**src/rtl/rpn_calc_ctrl.sv**
```systemverilog
// Reverse-Polish token controller sitting in front of a LIFO stack.
// It sequences push/pop strobes to evaluate add/sub/mul/peek and reports stack errors.
module rpn_calc_ctrl #(
   parameter int B = 8,
   parameter int W = 4
) (
   input  logic         clk,
   input  logic         rst,
   input  logic         tok_valid,
   output logic         tok_ready,
   input  logic         tok_is_op,
   input  logic [B-1:0] tok_data,
   output logic         push,
   output logic         pop,
   output logic [B-1:0] wr_data,
   input  logic [B-1:0] rd_data,
   input  logic         empty,
   input  logic         full,
   output logic [B-1:0] result,
   output logic         result_valid,
   output logic         err,
   output logic [1:0]   err_code
);

   // A binary operator needs at least two stack entries, so the stack must be deeper than one.
   if (W < 1) begin : g_bad_w
      $error("rpn_calc_ctrl: W must be at least 1");
   end

   typedef enum logic [2:0] {
      IDLE, PUSH_OP, POP_B, POP_A, RESTORE, PUSH_R, SHOW
   } state_t;

   localparam logic [1:0] OP_ADD  = 2'b00;
   localparam logic [1:0] OP_SUB  = 2'b01;
   localparam logic [1:0] OP_PEEK = 2'b11;
   localparam logic [1:0] ERR_NONE = 2'b00;
   localparam logic [1:0] ERR_OVF  = 2'b01;
   localparam logic [1:0] ERR_UNF  = 2'b10;

   state_t         state_q, state_d;
   logic [B-1:0]   wr_q, wr_d;
   logic [B-1:0]   opa_q, opa_d;
   logic [B-1:0]   opb_q, opb_d;
   logic [1:0]     op_q, op_d;
   logic [B-1:0]   result_q, result_d;
   logic           result_valid_q, result_valid_d;
   logic           err_q, err_d;
   logic [1:0]     err_code_q, err_code_d;
   logic [B-1:0]   alu_out;

   // All results wrap modulo 2**B; multiplication keeps only the low word.
   function automatic logic [B-1:0] alu(input logic [1:0] op,
                                        input logic [B-1:0] a,
                                        input logic [B-1:0] b);
      logic [2*B-1:0] prod;
      prod = a * b;
      case (op)
         OP_ADD:  return a + b;
         OP_SUB:  return a - b;
         default: return prod[B-1:0];
      endcase
   endfunction

   assign alu_out = alu(op_q, opa_q, opb_q);

   always_comb begin
      state_d        = state_q;
      wr_d           = wr_q;
      opa_d          = opa_q;
      opb_d          = opb_q;
      op_d           = op_q;
      result_d       = result_q;
      result_valid_d = 1'b0;
      err_d          = 1'b0;
      err_code_d     = err_code_q;
      case (state_q)
         IDLE: begin
            if (tok_valid) begin
               err_code_d = ERR_NONE;
               if (!tok_is_op) begin
                  if (full) begin
                     err_d      = 1'b1;
                     err_code_d = ERR_OVF;
                  end else begin
                     wr_d    = tok_data;
                     state_d = PUSH_OP;
                  end
               end else begin
                  op_d    = tok_data[1:0];
                  state_d = (tok_data[1:0] == OP_PEEK) ? SHOW : POP_B;
               end
            end
         end
         PUSH_OP: state_d = IDLE;
         POP_B: begin
            if (empty) begin
               err_d      = 1'b1;
               err_code_d = ERR_UNF;
               state_d    = IDLE;
            end else begin
               opb_d   = rd_data;
               state_d = POP_A;
            end
         end
         POP_A: begin
            // Only one operand was available: put it back so the stack is unchanged.
            if (empty) begin
               err_d      = 1'b1;
               err_code_d = ERR_UNF;
               wr_d       = opb_q;
               state_d    = RESTORE;
            end else begin
               opa_d   = rd_data;
               state_d = PUSH_R;
            end
         end
         RESTORE: state_d = IDLE;
         PUSH_R: begin
            result_d       = alu_out;
            result_valid_d = 1'b1;
            state_d        = IDLE;
         end
         SHOW: begin
            if (empty) begin
               err_d      = 1'b1;
               err_code_d = ERR_UNF;
            end else begin
               result_d       = rd_data;
               result_valid_d = 1'b1;
            end
            state_d = IDLE;
         end
         default: state_d = IDLE;
      endcase
   end

   always_ff @(posedge clk) begin
      if (rst) begin
         state_q        <= IDLE;
         wr_q           <= '0;
         opa_q          <= '0;
         opb_q          <= '0;
         op_q           <= '0;
         result_q       <= '0;
         result_valid_q <= 1'b0;
         err_q          <= 1'b0;
         err_code_q     <= ERR_NONE;
      end else begin
         state_q        <= state_d;
         wr_q           <= wr_d;
         opa_q          <= opa_d;
         opb_q          <= opb_d;
         op_q           <= op_d;
         result_q       <= result_d;
         result_valid_q <= result_valid_d;
         err_q          <= err_d;
         err_code_q     <= err_code_d;
      end
   end

   // Stack strobes are decoded from registered state; pops are gated by the registered empty flag.
   assign tok_ready    = (state_q == IDLE);
   assign push         = (state_q == PUSH_OP) || (state_q == RESTORE) || (state_q == PUSH_R);
   assign pop          = ((state_q == POP_B) || (state_q == POP_A)) && !empty;
   assign wr_data      = (state_q == PUSH_R) ? alu_out : wr_q;
   assign result       = result_q;
   assign result_valid = result_valid_q;
   assign err          = err_q;
   assign err_code     = err_code_q;

endmodule

```
**config.mk**
```make
export PLATFORM = sky130hd
export DESIGN_NAME = rpn_calc_ctrl
export DESIGN_NICKNAME = d
export VERILOG_FILES = /design/src/rtl/rpn_calc_ctrl.sv
export SDC_FILE = /design/constraint.sdc
export NUM_CORES = 1
export LEC_CHECK = 0
export CAP_MARGIN = 20
export CORE_MARGIN = 4
export CORE_UTILIZATION = 38
export DETAILED_ROUTE_END_ITERATION = 8
export MAX_ROUTING_LAYER = met4
export SYNTH_ARGS = -nofsm -noshare
export SYNTH_HDL_FRONTEND = slang
export SYNTH_SLANG_ARGS = --single-unit
```
**constraint.sdc**
```tcl
create_clock -name clk -period 8.7 [get_ports clk]
set_input_delay 1.305 -clock clk [delete_from_list [all_inputs] [get_ports clk]]
set_output_delay 1.305 -clock clk [all_outputs]
set_load 0.1 [all_outputs]
```
==> impl_metrics.json <==
{
  "netlist_top_cells_area": "dfxtp_1 (26%), ha_1 (9.8%), nand2_1 (8.3%), fa_1 (8.1%), a21oi_1 (6.6%)",
  "synth_compound_area_share_pct": 15.3,
  "ys_seq_area_share_pct": 25.6,
  "cp.arrival_ps": 5780,
  "grt_pass1_vias": 2835,
  "max_clock_freq_mhz": 141,
  "ys.flop_type": "dfxtp_1",
  "syn_nets": 470,
  "startpoint_type": "register",
  "worstMarginPinSlew_ps": 1060,
  "cts_tree": "yes",
  "n_fill_cell": 812,
  "post_cts_resized": 0,
  "hold_start": "result[0]",
  "synth.area.mux_share_pct": 4.22,
  "yosysUniqueCellTypes": 42,
  "cp-end-kind": "primary output",
  "die_x_um": 99.8,
  "ys_async_sr_fraction_pct": 0,
  "pre_cts_ws_ps": 1970,
  "cp_cell_sequence": "nand2_1, fa_1, fa_1, inv_1, fa_1, inv_1, fa_1, xor2_1, xnor3_1, xnor3_1, xnor3_1, mux2_4, o21ai_0, clkdlybuf4s50_1",
  "tns_ps": 0,
  "max_cap_viol_count": 0,
  "antenna_cells": 0,
  "r2r_slack_ps": 4250,
  "ys_ff_latch": 41,
  "port_buffers": 44,
  "finClkSkew_ps": 6.05,
  "slew_viol_final": 0,
  "p_leak_uw": 0.00159,
  "drc_errors": 0,
  "place_area_um2": 3700,
  "path_max_fanout": 10,
  "crit_top_cell": "fa_1",
  "start_util_pct": 39.0,
  "area_growth_pct": 19.1,
  "cts.sink_count": 41,
  "fin_ws_ps": 1620,
  "r2r-end": "result[7]",
  "fin_crit_sh_pct": 81.4,
  "fin_nets": 500,
  "yosys_warnings": 0,
  "place.gp.congestion": 0.916,
  "antenna_found_initial": 0,
  "place_hpwl_um": 6560,
  "ir_drop_v": 0.000118,
  "period_needed_ps": 7080,
  "first_iter_violations": 137,
  "syn-cell-area_um2": 3200,
  "die_area_um2": 9960,
  "min_to": "result[0]",
  "grt.total_usage_pct": 18.7,
  "cp_slowest_cell": "clkdlybuf4s50_1",
  "ff2ff_path_depth": 14,
  "power.density_nw_per_um2": 132,
  "wire_per_inst_um": 15.8,
  "post_drt_via_cell_ratio": 5.14,
  "multi_input_area_um2": 2170,
  "outcome": "finished clean",
  "rsz0062_at_grt": "no",
  "critPathMaxStageDelay_ps": 1190,
  "ant_nets": 0,
  "insertion_delay_ps": 300,
  "hold_path_depth": 2,
  "core_area_um2": 8220,
  "fp.dieH_um": 99.8,
  "stdcell_area_um2": 3810,
  "vias": 2808,
  "synth_edf_count": 0,
  "layout.area.seq_um2": 821,
  "synthAdderAreaFrac_pct": 17.9,
  "synthSimpleGateAreaFrac_pct": 22.1,
  "synth_top_family_by_area": "simple AND/OR/NAND/NOR gates",
  "avgSynthCellArea_um2": 7.81,
  "grt_pass1_wl_um": 14500,
  "critPathTopFamily": "adder cells",
  "final_cell_mix": "nand2_1 (71), clkdlybuf4s50_1 (44), a21oi_1 (42)",
  "postCtsSetupBuffers": 0,
  "fp-row-count": 33,
  "drt-pass1-iter-count": 5,
  "grt_start_max_net_pins": 40,
  "synth_xor_xnor_area_share_pct": 8.40,
  "syn-instance-count": 410,
  "grt_overflow_total": 0,
  "io_pins": 45,
  "critPathBufInv": 3,
  "yosysTopAreaCell": "dfxtp_1",
  "timing.rr.start": "opa_q[1]",
  "routed_wl_um": 8620,
  "finalHoldViolCount": 0,
  "final_util_pct": 46.4,
  "cp.required_ps": 7390,
  "clockBufferDepth": 2,
  "htreeDepth": 2,
  "clkTransAtPathRegs_ps": 80,
  "root_buffer": "clkbuf_8",
  "drive_gt1_share_pct": 3.85,
  "worst_slew_margin_rel_pct": 29.4,
  "worstSetupPathType": "reg -> out",
  "setup_violations": 0,
  "cts_buffers": 5,
  "hold_buffers": 0,
  "final_common_cell": "nand2_1",
  "synth_top_area_share_pct": 25.6,
  "min_path_type": "reg -> reg"
}
[cell families after synthesis]
group                      Yosys count
and+or+nand+nor                    156
muxes                               13
adders and majority gates           38
xor gates and xnor gates            26
DFF                                 41
AOI/OAI and AO/OA                   81
buffers and inverters               55
[worst register-to-register path, stage by stage, from the launching register on]
cell	delay, ps
dfxtp_1	540
nand2_1	140
fa_1	470
fa_1	550
inv_1	50
fa_1	470
inv_1	50
fa_1	420
xor2_1	180
xnor3_1	330
xnor3_1	380
xnor3_1	210
mux2_4	280
nand2b_4	140
a211oi_2	160
[registers in the layout, summed over array words and instances (netlist names)]
register,count
state_q,3
opb_q,8
result,8
err,1
err_code,2
result_valid,1
opa_q,8
op_q,2
wr_q,8
[area by class of cell]
class	instances	area share (%)
Tap cell	105	3.44
Clock inverter	1	0.787
Multi-Input combinational cell	314	57.0
Sequential cell	41	21.5
Inverter	33	3.25
Clock buffer	7	2.26
Timing Repair Buffer	45	11.7
[per-layer routing]
metal  track usage [%]  vias up  wire (um)
met4              4.94        0        161
met2              28.9       79       3850
met3              2.50       14        432
met5                 -        -          0
met1              25.8     1305       4170
li1                  -     1410          -
[worst max-delay path by stage]
stage,endpoint,slack (ps),cells past startpoint,start
3_3_place_gp,wr_data[7],2050,14,opa_q[1]
5_1_grt,wr_data[7],1390,14,opa_q[1]
3_5_place_dp,wr_data[7],1970,14,opa_q[1]
4_1_cts,wr_data[7],1620,14,opa_q[1]
2_1_floorplan,wr_data[7],1340,14,opb_q[3]
6_report,wr_data[7],1620,14,opa_q[1]
[power by group]
part | internal (uW) | switching, uW
combinational | 49.9 | 86.9
sequential | 194 | 8.00
clock | 93.7 | 70.0
[Yosys cell counts (3+ instances only)]
master    number
xnor3_1        3
a21o_1         3
nor4_1         3
fa_1          13
nor2_1        41
and2_1        16
xor2_1         4
a211oi_1       9
mux2i_1       12
inv_1         33
o21ai_0       11
nand2b_1       3
xnor2_1       19
nand2_1       71
a21oi_1       42
nor3_1         6
ha_1          25
nor2b_1        3
clkbuf_1      19
o21a_1         3
dfxtp_1       41
o211ai_1       4
[through the flow]
stage	std cells	hold slack (ps)	power, uW
global placement	538	445	342
global route	546	498	523
floorplan	410	455	302
finish	546	462	502
CTS	546	466	503
detailed placement	538	444	342
Power figures use the tool's default switching activity.
